`src/rtl/decode_stage.sv`:
```
// RV32I instruction-decode stage: register file, immediate generator and a
// handshaked ID/EX register with load-use stall, flush and write-back bypass.
module decode_stage #(
  parameter int XLEN      = 32,
  parameter int NREGS     = 32,
  parameter bit WB_BYPASS = 1'b1
) (
  input  logic            clk,
  input  logic            rst,
  input  logic            in_valid,
  output logic            in_ready,
  input  logic [31:0]     in_instr,
  input  logic [XLEN-1:0] in_pc,
  input  logic            flush,
  input  logic            wb_we,
  input  logic [4:0]      wb_rd,
  input  logic [XLEN-1:0] wb_data,
  output logic            out_valid,
  input  logic            out_ready,
  output logic [XLEN-1:0] out_pc,
  output logic [XLEN-1:0] out_rs1_data,
  output logic [XLEN-1:0] out_rs2_data,
  output logic [XLEN-1:0] out_imm,
  output logic [4:0]      out_rs1,
  output logic [4:0]      out_rs2,
  output logic [4:0]      out_rd,
  output logic [6:0]      out_opcode,
  output logic [2:0]      out_funct3,
  output logic [6:0]      out_funct7,
  output logic            out_is_load,
  output logic            out_illegal
);

  localparam int AW = (NREGS > 1) ? $clog2(NREGS) : 1;

  localparam logic [6:0] OP_LUI    = 7'b0110111;
  localparam logic [6:0] OP_AUIPC  = 7'b0010111;
  localparam logic [6:0] OP_JAL    = 7'b1101111;
  localparam logic [6:0] OP_JALR   = 7'b1100111;
  localparam logic [6:0] OP_BRANCH = 7'b1100011;
  localparam logic [6:0] OP_LOAD   = 7'b0000011;
  localparam logic [6:0] OP_STORE  = 7'b0100011;
  localparam logic [6:0] OP_IMM    = 7'b0010011;
  localparam logic [6:0] OP_REG    = 7'b0110011;
  localparam logic [6:0] OP_FENCE  = 7'b0001111;
  localparam logic [6:0] OP_SYSTEM = 7'b1110011;

  logic [XLEN-1:0] r_regs [NREGS];

  logic            r_valid;
  logic [XLEN-1:0] r_pc;
  logic [XLEN-1:0] r_rs1Data;
  logic [XLEN-1:0] r_rs2Data;
  logic [XLEN-1:0] r_imm;
  logic [4:0]      r_rs1;
  logic [4:0]      r_rs2;
  logic [4:0]      r_rd;
  logic [6:0]      r_opcode;
  logic [2:0]      r_funct3;
  logic [6:0]      r_funct7;
  logic            r_isLoad;
  logic            r_illegal;

  logic [6:0]      w_opcode;
  logic [4:0]      w_rd;
  logic [2:0]      w_funct3;
  logic [4:0]      w_rs1;
  logic [4:0]      w_rs2;
  logic [6:0]      w_funct7;
  logic            w_known;
  logic            w_usesRs1;
  logic            w_usesRs2;
  logic            w_writesRd;
  logic [31:0]     w_imm32;
  logic [XLEN-1:0] w_imm;
  logic            w_rs1Ok;
  logic            w_rs2Ok;
  logic            w_rdOk;
  logic            w_wbOk;
  logic            w_illegal;
  logic [XLEN-1:0] w_rs1Data;
  logic [XLEN-1:0] w_rs2Data;
  logic            w_hazard;
  logic            w_accept;

  assign w_opcode = in_instr[6:0];
  assign w_rd     = in_instr[11:7];
  assign w_funct3 = in_instr[14:12];
  assign w_rs1    = in_instr[19:15];
  assign w_rs2    = in_instr[24:20];
  assign w_funct7 = in_instr[31:25];

  assign w_rs1Ok = 32'(w_rs1) < NREGS;
  assign w_rs2Ok = 32'(w_rs2) < NREGS;
  assign w_rdOk  = 32'(w_rd) < NREGS;
  assign w_wbOk  = 32'(wb_rd) < NREGS;

  // Opcode class: which source registers are read, whether rd is written, immediate format
  always_comb begin
    w_known    = 1'b1;
    w_usesRs1  = 1'b1;
    w_usesRs2  = 1'b0;
    w_writesRd = 1'b1;
    w_imm32    = '0;
    case (w_opcode)
      OP_LUI, OP_AUIPC: begin
        w_usesRs1 = 1'b0;
        w_imm32   = {in_instr[31:12], 12'b0};
      end
      OP_JAL: begin
        w_usesRs1 = 1'b0;
        w_imm32   = {{11{in_instr[31]}}, in_instr[31], in_instr[19:12],
                     in_instr[20], in_instr[30:21], 1'b0};
      end
      OP_JALR, OP_LOAD, OP_IMM: begin
        w_imm32 = {{20{in_instr[31]}}, in_instr[31:20]};
      end
      OP_STORE: begin
        w_usesRs2  = 1'b1;
        w_writesRd = 1'b0;
        w_imm32    = {{20{in_instr[31]}}, in_instr[31:25], in_instr[11:7]};
      end
      OP_BRANCH: begin
        w_usesRs2  = 1'b1;
        w_writesRd = 1'b0;
        w_imm32    = {{19{in_instr[31]}}, in_instr[31], in_instr[7],
                      in_instr[30:25], in_instr[11:8], 1'b0};
      end
      OP_REG: begin
        w_usesRs2 = 1'b1;
      end
      OP_FENCE, OP_SYSTEM: begin
        w_known = 1'b1;
      end
      default: begin
        w_known = 1'b0;
      end
    endcase
  end

  assign w_imm = XLEN'($signed(w_imm32));

  assign w_illegal = !w_known
                  || (w_usesRs1 && !w_rs1Ok)
                  || (w_usesRs2 && !w_rs2Ok)
                  || (w_writesRd && !w_rdOk);

  // Register reads: x0 and indices beyond NREGS read zero; optional same-cycle WB forward
  always_comb begin
    w_rs1Data = '0;
    if (w_rs1 != 5'd0 && w_rs1Ok) begin
      w_rs1Data = r_regs[w_rs1[AW-1:0]];
      if (WB_BYPASS && wb_we && wb_rd == w_rs1) begin
        w_rs1Data = wb_data;
      end
    end
  end

  always_comb begin
    w_rs2Data = '0;
    if (w_rs2 != 5'd0 && w_rs2Ok) begin
      w_rs2Data = r_regs[w_rs2[AW-1:0]];
      if (WB_BYPASS && wb_we && wb_rd == w_rs2) begin
        w_rs2Data = wb_data;
      end
    end
  end

  assign w_hazard = r_valid && r_isLoad && (r_rd != 5'd0)
                 && ((w_usesRs1 && w_rs1 == r_rd) || (w_usesRs2 && w_rs2 == r_rd));

  assign in_ready = !rst && (!r_valid || out_ready) && !w_hazard && !flush;
  assign w_accept = in_valid && in_ready;

  always_ff @(posedge clk or posedge rst) begin
    if (rst) begin
      for (int i = 0; i < NREGS; i++) begin
        r_regs[i] <= '0;
      end
    end else if (wb_we && wb_rd != 5'd0 && w_wbOk) begin
      r_regs[wb_rd[AW-1:0]] <= wb_data;
    end
  end

  // ID/EX register: a load-use hazard with out_ready high falls through to the bubble branch
  always_ff @(posedge clk or posedge rst) begin
    if (rst) begin
      r_valid   <= 1'b0;
      r_pc      <= '0;
      r_rs1Data <= '0;
      r_rs2Data <= '0;
      r_imm     <= '0;
      r_rs1     <= '0;
      r_rs2     <= '0;
      r_rd      <= '0;
      r_opcode  <= '0;
      r_funct3  <= '0;
      r_funct7  <= '0;
      r_isLoad  <= 1'b0;
      r_illegal <= 1'b0;
    end else if (flush) begin
      r_valid <= 1'b0;
    end else if (w_accept) begin
      r_valid   <= 1'b1;
      r_pc      <= in_pc;
      r_rs1Data <= w_rs1Data;
      r_rs2Data <= w_rs2Data;
      r_imm     <= w_imm;
      r_rs1     <= w_rs1;
      r_rs2     <= w_rs2;
      r_rd      <= w_rd;
      r_opcode  <= w_opcode;
      r_funct3  <= w_funct3;
      r_funct7  <= w_funct7;
      r_isLoad  <= (w_opcode == OP_LOAD);
      r_illegal <= w_illegal;
    end else if (out_ready) begin
      r_valid <= 1'b0;
    end
  end

  assign out_valid    = r_valid;
  assign out_pc       = r_pc;
  assign out_rs1_data = r_rs1Data;
  assign out_rs2_data = r_rs2Data;
  assign out_imm      = r_imm;
  assign out_rs1      = r_rs1;
  assign out_rs2      = r_rs2;
  assign out_rd       = r_rd;
  assign out_opcode   = r_opcode;
  assign out_funct3   = r_funct3;
  assign out_funct7   = r_funct7;
  assign out_is_load  = r_isLoad;
  assign out_illegal  = r_illegal;

endmodule

```
`config.mk`:
```
export PLATFORM = sky130hd
export DESIGN_NAME = decode_stage
export DESIGN_NICKNAME = d
export VERILOG_FILES = /design/src/rtl/decode_stage.sv
export SDC_FILE = /design/constraint.sdc
export NUM_CORES = 2
export LEC_CHECK = 0
export BUFFER_PORTS_ARGS = -buffer_cell sky130_fd_sc_hd__buf_2
export CORE_AREA = 5 5 586 472
export DETAILED_ROUTE_END_ITERATION = 8
export DIE_AREA = 0 0 591 477
export GPL_ROUTABILITY_DRIVEN = 0
export GPL_TIMING_DRIVEN = 0
export HOLD_SLACK_MARGIN = 0.03
export PLACE_DENSITY = 0.41
export SLEW_MARGIN = 20
export SYNTH_ARGS = -nofsm -noshare
export SYNTH_HDL_FRONTEND = slang
export SYNTH_SLANG_ARGS = --single-unit
```
`constraint.sdc`:
```
create_clock -name clk -period 48.9 [get_ports clk]
set_clock_uncertainty 0.05 [all_clocks]
set_input_delay 0 -clock clk [delete_from_list [all_inputs] [get_ports clk]]
set_output_delay 0 -clock clk [all_outputs]
set_load 0.01 [all_outputs]
```
==> summary.md <==
| Metric | Value |
|---|---|
| Slew Viols, Final | 0 |
| Nets | just under 5k |
| Placed inst area | between 60000 and 70000 sq um |
| Critical Path Fanout Max | 11 |
| Port bufs | roughly 260 |
| H-tree Lvls | 4 |
| Peak VDD IR | roughly 29 uV |
| Mapped Area | just over 60000 sq um |
| Antenna viol nets, final | 0 |
| CTS max path bufs | 3 |
| Post-synth EDFFs | 0 |
| Setup Buffers After CTS | 0 |
| Setup ws final | around 44000 ps |
| CTS tree | done |
| Crit path kind | register to register |
| Setup-failing EPs final | 0 |
| Routed WL per cell | 34.5 um |
| Hold path depth | 3 |
| Syn_nets | around 4.4k |
| #FFs+latches synth | roughly 1.2k |
| Mean Syn Cell Area | roughly 14 sq um |
| Io pins | about 270 |
| Worst reg2reg endpoint | out_rs1_data[24] |
| Share of layout cells above drive strength 1 | 0.510 |
| Slew HR | 0.135 |
| Simple-Gate Fraction of Synth Area | 0.0243 |
| Most common cell after layout, fill and taps aside | mux2_2 |
| Post-cts resize count | 0 |
| GRT Util Overall | 0.205 |
| Syn. warnings | 0 |
| Status | finished, final reports clean |
| DR vias/cell | between 5 and 6 |
| Final Hold Violating Endpoints | 0 |
| Detailed-route via count | 44.3k |
| Worst path slowest cell | clkbuf_1 |
| Die area | roughly 280000 sq um |
| Max cap viols | 0 |
| CTS Buf Count | 142 |
| Clock Sinks | 1187 |
| Root buf cell | clkbuf_16 |
| Initial Util | 0.229 |
| CP Capture Type | register |
| Vias in the first global route | 44.6k |
| Synth Area in Adders | 0 |
| Post-synth ARST share | 1.00 |
| CP peak stage delay | 730 ps |
| Worst reg-to-reg setup slack | between 40000 and 50000 ps |
| DR pass1 iterations | 5 |
| Core Region | 270000 sq um |
| Cell area power density | between 40 and 50 nW/um^2 |
| Prevailing post-synth register cell | dfrtp_1 |
| Worst skew pair latency | slightly below 800 ps |
| Post-Route WL | slightly below 300 mm |
| Initial antenna violation count | 33 |
| Dpl ws | between 40000 and 50000 ps |
| Worst-path clk slew | roughly 70 ps |
| Filler Cells Inserted | 27.7k |
| Iteration-0 DRC Markers | 4518 |
| Combinational family with the most area after synthesis | multiplexers |
| Worst-path cell chain | or4_1 > o211ai_1 > o311a_1 > clkbuf_1 > and2_1 > clkbuf_1 > buf_2 > buf_4 > buf_2 > a31oi_1 |
| First-pass GRT wire length | about 400 mm |
| Worst EP arrival | between 5000 and 6000 ps |
| Peak Freq | ~220 MHz |
| CP startpoint kind | register |
| Mux cell area share after synthesis | 0.403 |
| R2r worst-path depth | 10 |
| DR DRC count | 0 |
| Req. time, crit path | ~49000 ps |
| Die width | ~590 um |
| Sequential cell area fraction in the yosys report | 0.481 |
| Final period util | 0.0934 |
| Most frequent cells in the layout | 1314 x mux2_2, 1187 x dfrtp_1, 444 x mux4_2 |
| Final HPWL from detailed placement | approximately 210 mm |
| Row count | between 150 and 200 |
| Pleak | 31.2 nW |
| Yosys cell types | 51 |
| Largest net degree at the start of global routing | 96 |
| Minimum clock period | 4570 ps |
| Vert. Die Dim | about 480 um |
| XOR/XNOR Fraction of Synth Area | 0.00284 |
| Layout overhead on the synthesized area | 21.0% |
| Setup TNS | 0 ps |
| Hold Startpoint | wb_data[4] |
| Hold endpoint | r_regs[292] |
| GRT Residual Overflow | 0 |
| Compound-Gate Fraction of Synth Area | 0.0567 |
| Post-route cell area | 74700 sq um |
| Min-Delay Path Class | primary input to register |
| Post-synthesis instance total | 4258 |
| R2r startpoint | out_rd[1] |
| RSZ-0062 raised after global routing | no |
| Slew @ Worst Pin | 1300 ps |
## metrics by stage
step / cells / power [W] / utilization / hold WS, ps
CTS: 8577 / 0.00308 / 0.276 / 30.3
global placement: 8150 / 0.00197 / 0.250 / 170
global route: 8587 / 0.00319 / 0.276 / 45.9
finish: 8598 / 0.00307 / 0.276 / 76.7
detailed placement: 8179 / 0.00199 / 0.254 / 5.95
floorplan: 4258 / 0.00173 / - / 57.3
## how the worst max path moves through the flow
stage                          from               end  slack (ps)  cells past startpoint
after global placement          rst       r_regs[559]       -1720                      2
after floorplan                 rst     out_funct3[0]       15410                      1
after detailed placement  out_valid  out_rs1_data[19]       44130                     10
after CTS                 out_valid  out_rs1_data[23]       44100                     10
final                     out_rd[1]  out_rs1_data[24]       44330                     10
after global routing      out_valid  out_rs1_data[24]       43990                     10
## cells in the mapped netlist (8+ instances only)
| master | n | area [sq um] |
|---|---|---|
| xor2_1 | 8 | 70.1 |
| nand4_1 | 9 | 56.3 |
| o21ai_0 | 76 | 380 |
| a22o_1 | 33 | 289 |
| a211oi_1 | 64 | 480 |
| a221o_1 | 32 | 320 |
| clkbuf_1 | 327 | 1230 |
| mux2_2 | 1314 | 14800 |
| nor2b_1 | 69 | 432 |
| nand3_1 | 8 | 40.0 |
| inv_1 | 10 | 37.5 |
| nand2_1 | 60 | 225 |
| o31ai_1 | 34 | 255 |
| dfrtp_1 | 1187 | 29700 |
| buf_4 | 8 | 60.1 |
| a31o_1 | 31 | 272 |
| nor3_1 | 66 | 330 |
| o22ai_1 | 66 | 413 |
| nor2_1 | 23 | 86.3 |
| mux4_2 | 444 | 10000 |
| a21oi_1 | 100 | 500 |
| a21boi_0 | 33 | 248 |
| a31oi_1 | 34 | 213 |
| xnor2_1 | 12 | 105 |
| buf_1 | 67 | 251 |
| buf_2 | 77 | 385 |
## power breakdown
part           internal [W]  switching [W]
Clock              0.000623       0.000456
Sequential          0.00117       0.000136
Combinational      0.000367       0.000311
Total               0.00216       0.000904
## cell type report
class / instances / area [sq um] / area share
clock buffer: 213 / 4240 / 0.0568
inverter: 10 / 45.0 / 0.000603
sequential: 1187 / 29700 / 0.398
clock inverter: 33 / 333 / 0.00446
antenna: 21 / 52.6 / 0.000704
buffer: 482 / 2170 / 0.0291
timing repair buffer: 440 / 3550 / 0.0475
multi-input combinational: 2579 / 30000 / 0.402
tap: 3633 / 4550 / 0.0609
## registers in the layout, summed over array words and instances (netlist names), 3 cells and up
register and cells:
out_funct3 3, out_funct7 7, out_imm 32, out_opcode 7, out_pc 32, out_rd 5
out_rs1 5, out_rs1_data 32, out_rs2 5, out_rs2_data 32, r_regs 1024
## critical path, delay by kind of cell, from the launching register on
family | cells | cell delay, ps
simple gates | 2 | 780
compound gates | 3 | 670
buf+inv | 5 | 2380
flops | 1 | 470
## what timing repair did
action | 4_1_cts | 5_1_grt
endpoints found under the hold margin | 1552 | 0
hold buffers | 152 | 0
endpoints found under the setup margin | 0 | 0
## kinds of logic (layout without fill, tap and decap cells)
group,after synthesis,count (layout)
other cells,0,21
simple gates,279,279
xor+xnor,20,20
compound gates,518,518
flops,1187,1187
mux,1762,1762
buf+inv,492,1178
## layer usage
| metal | part of all wire | vias up | GRT usage | wire [um] |
|---|---|---|---|---|
| met5 | 0.00015 | - | 0 | 45 |
| met4 | 0.036 | 8 | 0.0673 | 10700 |
| met3 | 0.077 | 394 | 0.0497 | 22900 |
| met2 | 0.43 | 1894 | 0.299 | 127000 |
| met1 | 0.46 | 24468 | 0.297 | 136000 |
| li1 | - | 17550 | - | - |
Power figures use the tool's default switching activity.
